--- src/rtl/disp_frame_seq.sv ---
// Frame sequencer for the display pipeline: runs enabled draw stages in index order,
// then requests a buffer swap. Includes a per-stage watchdog and a completed-frame counter.
module disp_frame_seq #(
  parameter int NS = 4,
  parameter int TW = 16,
  parameter int FW = 16
) (
  input  logic          clkSYS,
  input  logic          n_reset,
  input  logic          run,
  input  logic          trigger,
  input  logic [NS-1:0] en_mask,
  input  logic [TW-1:0] tmo,
  output logic [NS-1:0] start,
  input  logic [NS-1:0] done,
  output logic          swap_start,
  input  logic          swap_done,
  output logic          busy,
  output logic [FW-1:0] frame_cnt,
  output logic          err,
  output logic [4:0]    err_stage,
  input  logic          clr_err
);
  localparam int SW = (NS > 1) ? $clog2(NS) : 1;
  localparam logic [4:0] SWAP_ID = 5'd16;

  typedef enum logic [2:0] {
    S_IDLE   = 3'd0,
    S_LAUNCH = 3'd1,
    S_WAIT   = 3'd2,
    S_SWAPL  = 3'd3,
    S_SWAPW  = 3'd4
  } state_t;

  state_t        state_reg, state_next;
  logic [SW-1:0] stage_reg, stage_next;
  logic [NS-1:0] mask_reg, mask_next;
  logic [TW-1:0] wd_reg, wd_next;
  logic [FW-1:0] frame_reg;
  logic          frame_inc;
  logic          err_reg;
  logic [4:0]    err_stage_reg;
  logic [NS-1:0] start_reg, start_next;
  logic          swap_reg, swap_next;

  logic [NS-1:0] above_mask;
  logic          first_hit, above_hit;
  logic [SW-1:0] first_idx, above_idx;

  logic in_wait, in_swapw, got_done, wd_on, wd_expire, advance;

  // Enabled stages strictly above the current one; disabled stages are skipped in zero cycles.
  genvar gi;
  generate
    for (gi = 0; gi < NS; gi = gi + 1) begin : g_above
      assign above_mask[gi] = mask_reg[gi] && (SW'(gi) > stage_reg);
    end
  endgenerate

  always_comb begin
    first_hit = 1'b0;
    first_idx = '0;
    above_hit = 1'b0;
    above_idx = '0;
    for (int i = NS - 1; i >= 0; i--) begin
      if (en_mask[i]) begin
        first_hit = 1'b1;
        first_idx = SW'(i);
      end
      if (above_mask[i]) begin
        above_hit = 1'b1;
        above_idx = SW'(i);
      end
    end
  end

  assign in_wait   = (state_reg == S_WAIT);
  assign in_swapw  = (state_reg == S_SWAPW);
  assign got_done  = (in_wait && done[stage_reg]) || (in_swapw && swap_done);
  assign wd_on     = (in_wait || in_swapw) && (tmo != '0);
  // A done in the expiry cycle wins, so the stage completes without an error.
  assign wd_expire = wd_on && (wd_reg == (tmo - TW'(1))) && !got_done;
  assign advance   = got_done || wd_expire;

  always_ff @(posedge clkSYS or negedge n_reset) begin
    if (!n_reset) begin
      state_reg     <= S_IDLE;
      stage_reg     <= '0;
      mask_reg      <= '0;
      wd_reg        <= '0;
      frame_reg     <= '0;
      err_reg       <= 1'b0;
      err_stage_reg <= '0;
      start_reg     <= '0;
      swap_reg      <= 1'b0;
    end else begin
      state_reg <= state_next;
      stage_reg <= stage_next;
      mask_reg  <= mask_next;
      wd_reg    <= wd_next;
      start_reg <= start_next;
      swap_reg  <= swap_next;
      if (frame_inc) begin
        frame_reg <= frame_reg + FW'(1);
      end
      if (clr_err) begin
        err_reg       <= 1'b0;
        err_stage_reg <= '0;
      end else if (wd_expire) begin
        err_reg <= 1'b1;
        if (!err_reg) begin
          err_stage_reg <= in_swapw ? SWAP_ID : 5'(stage_reg);
        end
      end
    end
  end

  always_comb begin
    state_next = state_reg;
    stage_next = stage_reg;
    mask_next  = mask_reg;
    frame_inc  = 1'b0;
    wd_next    = wd_reg;

    if ((state_reg == S_LAUNCH) || (state_reg == S_SWAPL)) begin
      wd_next = '0;
    end else if (wd_on && (wd_reg != '1)) begin
      wd_next = wd_reg + TW'(1);
    end

    case (state_reg)
      S_IDLE: begin
        if (run || trigger) begin
          mask_next = en_mask;
          if (first_hit) begin
            state_next = S_LAUNCH;
            stage_next = first_idx;
          end else begin
            state_next = S_SWAPL;
          end
        end
      end
      S_LAUNCH: state_next = S_WAIT;
      S_WAIT: begin
        if (advance) begin
          if (above_hit) begin
            state_next = S_LAUNCH;
            stage_next = above_idx;
          end else begin
            state_next = S_SWAPL;
          end
        end
      end
      S_SWAPL: state_next = S_SWAPW;
      S_SWAPW: begin
        if (advance) begin
          frame_inc = 1'b1;
          // Continuous mode chains straight into the next frame with no idle gap.
          if (run) begin
            mask_next = en_mask;
            if (first_hit) begin
              state_next = S_LAUNCH;
              stage_next = first_idx;
            end else begin
              state_next = S_SWAPL;
            end
          end else begin
            state_next = S_IDLE;
          end
        end
      end
      default: state_next = S_IDLE;
    endcase
  end

  always_comb begin
    start_next = '0;
    if (state_next == S_LAUNCH) begin
      start_next[stage_next] = 1'b1;
    end
    swap_next = (state_next == S_SWAPL);
  end

  assign start      = start_reg;
  assign swap_start = swap_reg;
  assign busy       = (state_reg != S_IDLE);
  assign frame_cnt  = frame_reg;
  assign err        = err_reg;
  assign err_stage  = err_stage_reg;

endmodule
--- config.mk ---
export PLATFORM = sky130hd
export DESIGN_NAME = disp_frame_seq
export DESIGN_NICKNAME = d
export VERILOG_FILES = /design/src/rtl/disp_frame_seq.sv
export SDC_FILE = /design/constraint.sdc
export NUM_CORES = 1
export LEC_CHECK = 0
export CORE_MARGIN = 4
export CORE_UTILIZATION = 30
export DETAILED_ROUTE_END_ITERATION = 7
export PLACE_DENSITY = 0.47
export SYNTH_ARGS = -nofsm -noshare
export SYNTH_HDL_FRONTEND = slang
export SYNTH_SLANG_ARGS = --single-unit
export TNS_END_PERCENT = 1
--- constraint.sdc ---
create_clock -name clkSYS -period 3.4 [get_ports clkSYS]
set_clock_uncertainty 0.15 [all_clocks]
set_input_delay 0.68 -clock clkSYS [delete_from_list [all_inputs] [get_ports clkSYS]]
set_output_delay 0.68 -clock clkSYS [all_outputs]
set_load 0.05 [all_outputs]
==> results.ini <==
[timing]
slew_headroom = 0.647
post-route-period-util = 0.973
setup_viol = 0
drv_slew = 0
rsz0062_at_grt = yes
fin_crit_ns = 3.31
tightest_slew_ns = 0.528
fin_hold_ws_ns = 0.107
fmax_mhz = 302
hold_viol_final = 0

[worst_setup_path]
cp-end-kind = flop
arrival_ns = 3.39
cp.required_ns = 3.48
cp_max_fo = 5
rrSetupSlack_ns = 0.31
path_class = in -> reg
start_kind = input port

[placement]
io_buffers = 55
dp_hpwl_um = 6780
place.gp.congestion = 0.828

[yosys]
syn_area_per_cell_um2 = 8.93
yosysSeqAreaShare = 0.384
yosys.cell_types.count = 64
synth-main-ff-cell = dfrtp_1
synth-edff-count = 0
synth_area_leaders = dfrtp_1, xnor2_1, nor2_1
synthArstFlopShare = 1.00
yosys_register_bits = 49
syn_inst = 357
yosysWarningCount = 0
netlist.area_leader.share = 0.384
synth_area_um2 = 3190
synth_top_cell_by_area = dfrtp_1

[hold_path]
hp-class = in -> async

[cts]
cts_tree = built
htreeDepth = 2
cts_buffers = 5
cts_sinks = 49
clk_path_buf_depth = 2
root_buffer = clkbuf_8
insertion_delay_ns = 0.32
holdBufCountCts = 0
clk_pin_slew_ns = 0.10

[pwr]
p_leak_nw = 1.98
pwr-share-seq = 0.337
cellPowerDensity_nw_per_um2 = 481
power_frac_comb = 0.497
power.switching_mw = 0.939
p_int_mw = 1.31
peakVddDrop_mv = 0.217
p_clk_frac = 0.165
swShare = 0.418

[final_layout]
fin_util = 0.452
diodes = 0
layout.nets = 508
areaGrowthSynthToFinish_pct = 46.4
drive_above_1_share = 0.267

[job]
cap_violations = 0

[drt]
wl_per_cell_um = 14.5
firstDrtPassIters = 4
wl_um = 8870
drtIter0Drc = 99
vias = 3052
drc = 0
ant_nets = 0
vias_per_cell = 5.00

[floorplanning]
pin_count = 58
core_um2 = 10300
rows = 37
dieArea_um2 = 12300
floorplan.die.height_um = 111
die_w_um = 111
start_util = 0.309

[global_routing]
grtUsageTotal = 0.144
overflow = 0
antenna_found_initial = 0
top_usage_layer = met2
grt_use_met1 = 0.203
grt_pass1_wl_um = 14800
use_met3 = 0.0251
first_global_vias = 2995
grtUsageMet2 = 0.230
grt_max_degree = 37

[run_status]
status = complete, no violations

what timing repair did:
item / in CTS / in global routing
gates resized for setup: 27 / 38
setup buffers: 7 / 4
setup endpoints to repair: 14 / 13
cloned: 0 / 0
pin swaps: 15 / 25
cell type report:
class | count | area [um^2]
Timing Repair Buffer | 121 | 1030
Fill cell | 1045 | 5650
Inverter | 12 | 45.0
Clock buffer | 5 | 68.8
Sequential cell | 49 | 1230
Multi-Input combinational cell | 285 | 2100
Clock inverter | 3 | 26.3
Tap cell | 136 | 170
layer usage:
layer / share of wire / vias to the layer above
met5: 0 / -
met4: 0.010 / 0
met3: 0.038 / 6
met2: 0.47 / 61
met1: 0.48 / 1475
li1: - / 1510
power groups by stage:
stage	logic, mW	clock network (mW)	registers (mW)
3_5_place_dp	1.00	0	0.771
4_1_cts	1.01	0.387	0.759
6_report	1.12	0.372	0.758
5_1_grt	1.21	0.413	0.773
2_1_floorplan	0.556	0	0.800
3_3_place_gp	1.00	0	0.772
metrics by stage:
stage               setup TNS, ns  instance area (um^2)  cells  setup slack [ns]  total power, mW
global route              -0.0975                  4670    611           -0.0357             2.40
CTS                             0                  4450    607           0.00771             2.16
floorplan                       0                  3210    358           0.00869             1.36
global placement           -10.38                  4280    592            -0.558             1.77
detailed placement         -11.05                  4280    592            -0.589             1.77
finish                          0                  4670    611            0.0928             2.25
synth_stat cells, types with 3 or more instances:
master    count
o31a_1        5
clkbuf_1      6
xnor2_1      26
a31oi_1       4
ha_1          4
and3_1        9
a21oi_1      17
nand2_1      23
mux2i_1       5
nor2b_1       3
a311o_1       3
nand2b_1     10
nand4_1      10
nor4_1        3
nor3_1       13
or3_1         8
inv_1        12
nor2_1       36
mux2_2        5
nand3_1      20
buf_1         3
xor2_1       15
o21ai_0      14
dfrtp_1      49
o22ai_1       3
and2_1        7
critical path: stages:
cell	delay, ns
buf_2	0.11
buf_6	0.11
or2_1	0.23
or4_4	0.51
a21oi_2	0.13
o31a_1	0.19
o211ai_2	0.12
buf_4	0.16
o31a_1	0.40
mux2_2	0.32
and2_1	0.21
a211oi_2	0.21
cells by family (layout without fill, tap and decap cells):
group,count (synthesis),after routing,synth area share
buffers and inverters,24,141,0.0310
DFF,49,49,0.384
muxes,11,11,0.0404
other,1,2,0.00118
and+or+nand+nor,159,159,0.269
adders and majority gates,4,4,0.0157
AOI/OAI and AO/OA,68,68,0.146
xor gates and xnor gates,41,41,0.113
worst paths after layout:
kind                                           start                         to  cells past startpoint
setup / recovery                              tmo[1]         start[3]$_DFF_PN0_                     12
setup reg to reg               wd_reg[9]$_DFFE_PN0P_         start[3]$_DFF_PN0_                     10
max in group asynchronous                    n_reset     stage_reg[1]$_DFF_PN0_                      2
min in group clkSYS        frame_cnt[15]$_DFFE_PN0P_  frame_cnt[15]$_DFFE_PN0P_                      1
hold reg to reg            frame_cnt[15]$_DFFE_PN0P_  frame_cnt[15]$_DFFE_PN0P_                      1
hold / removal                               n_reset      wd_reg[0]$_DFFE_PN0P_                      1
cells in the final DEF, fill, tap and decap left out, types with 3 or more instances in the layout:
cell type and count:
a211oi_2 3, a21oi_1 16, a311o_1 3, a31oi_1 4, and2_1 7, and3_1 9, buf_2 3, buf_4 62
buf_6 4, clkbuf_8 5, clkdlybuf4s50_1 42, dfrtp_1 49, dlygate4sd2_1 7, ha_1 3, inv_1 10, mux2_2 5
mux2i_1 4, nand2_1 22, nand2b_1 10, nand3_1 18, nand4_1 10, nor2_1 35, nor3_1 7, nor3_2 4
nor3_4 3, nor4_4 3, o21ai_0 12, o31a_1 5, or3_1 7, xnor2_1 25, xor2_1 14
(Power assumes the default switching activity.)
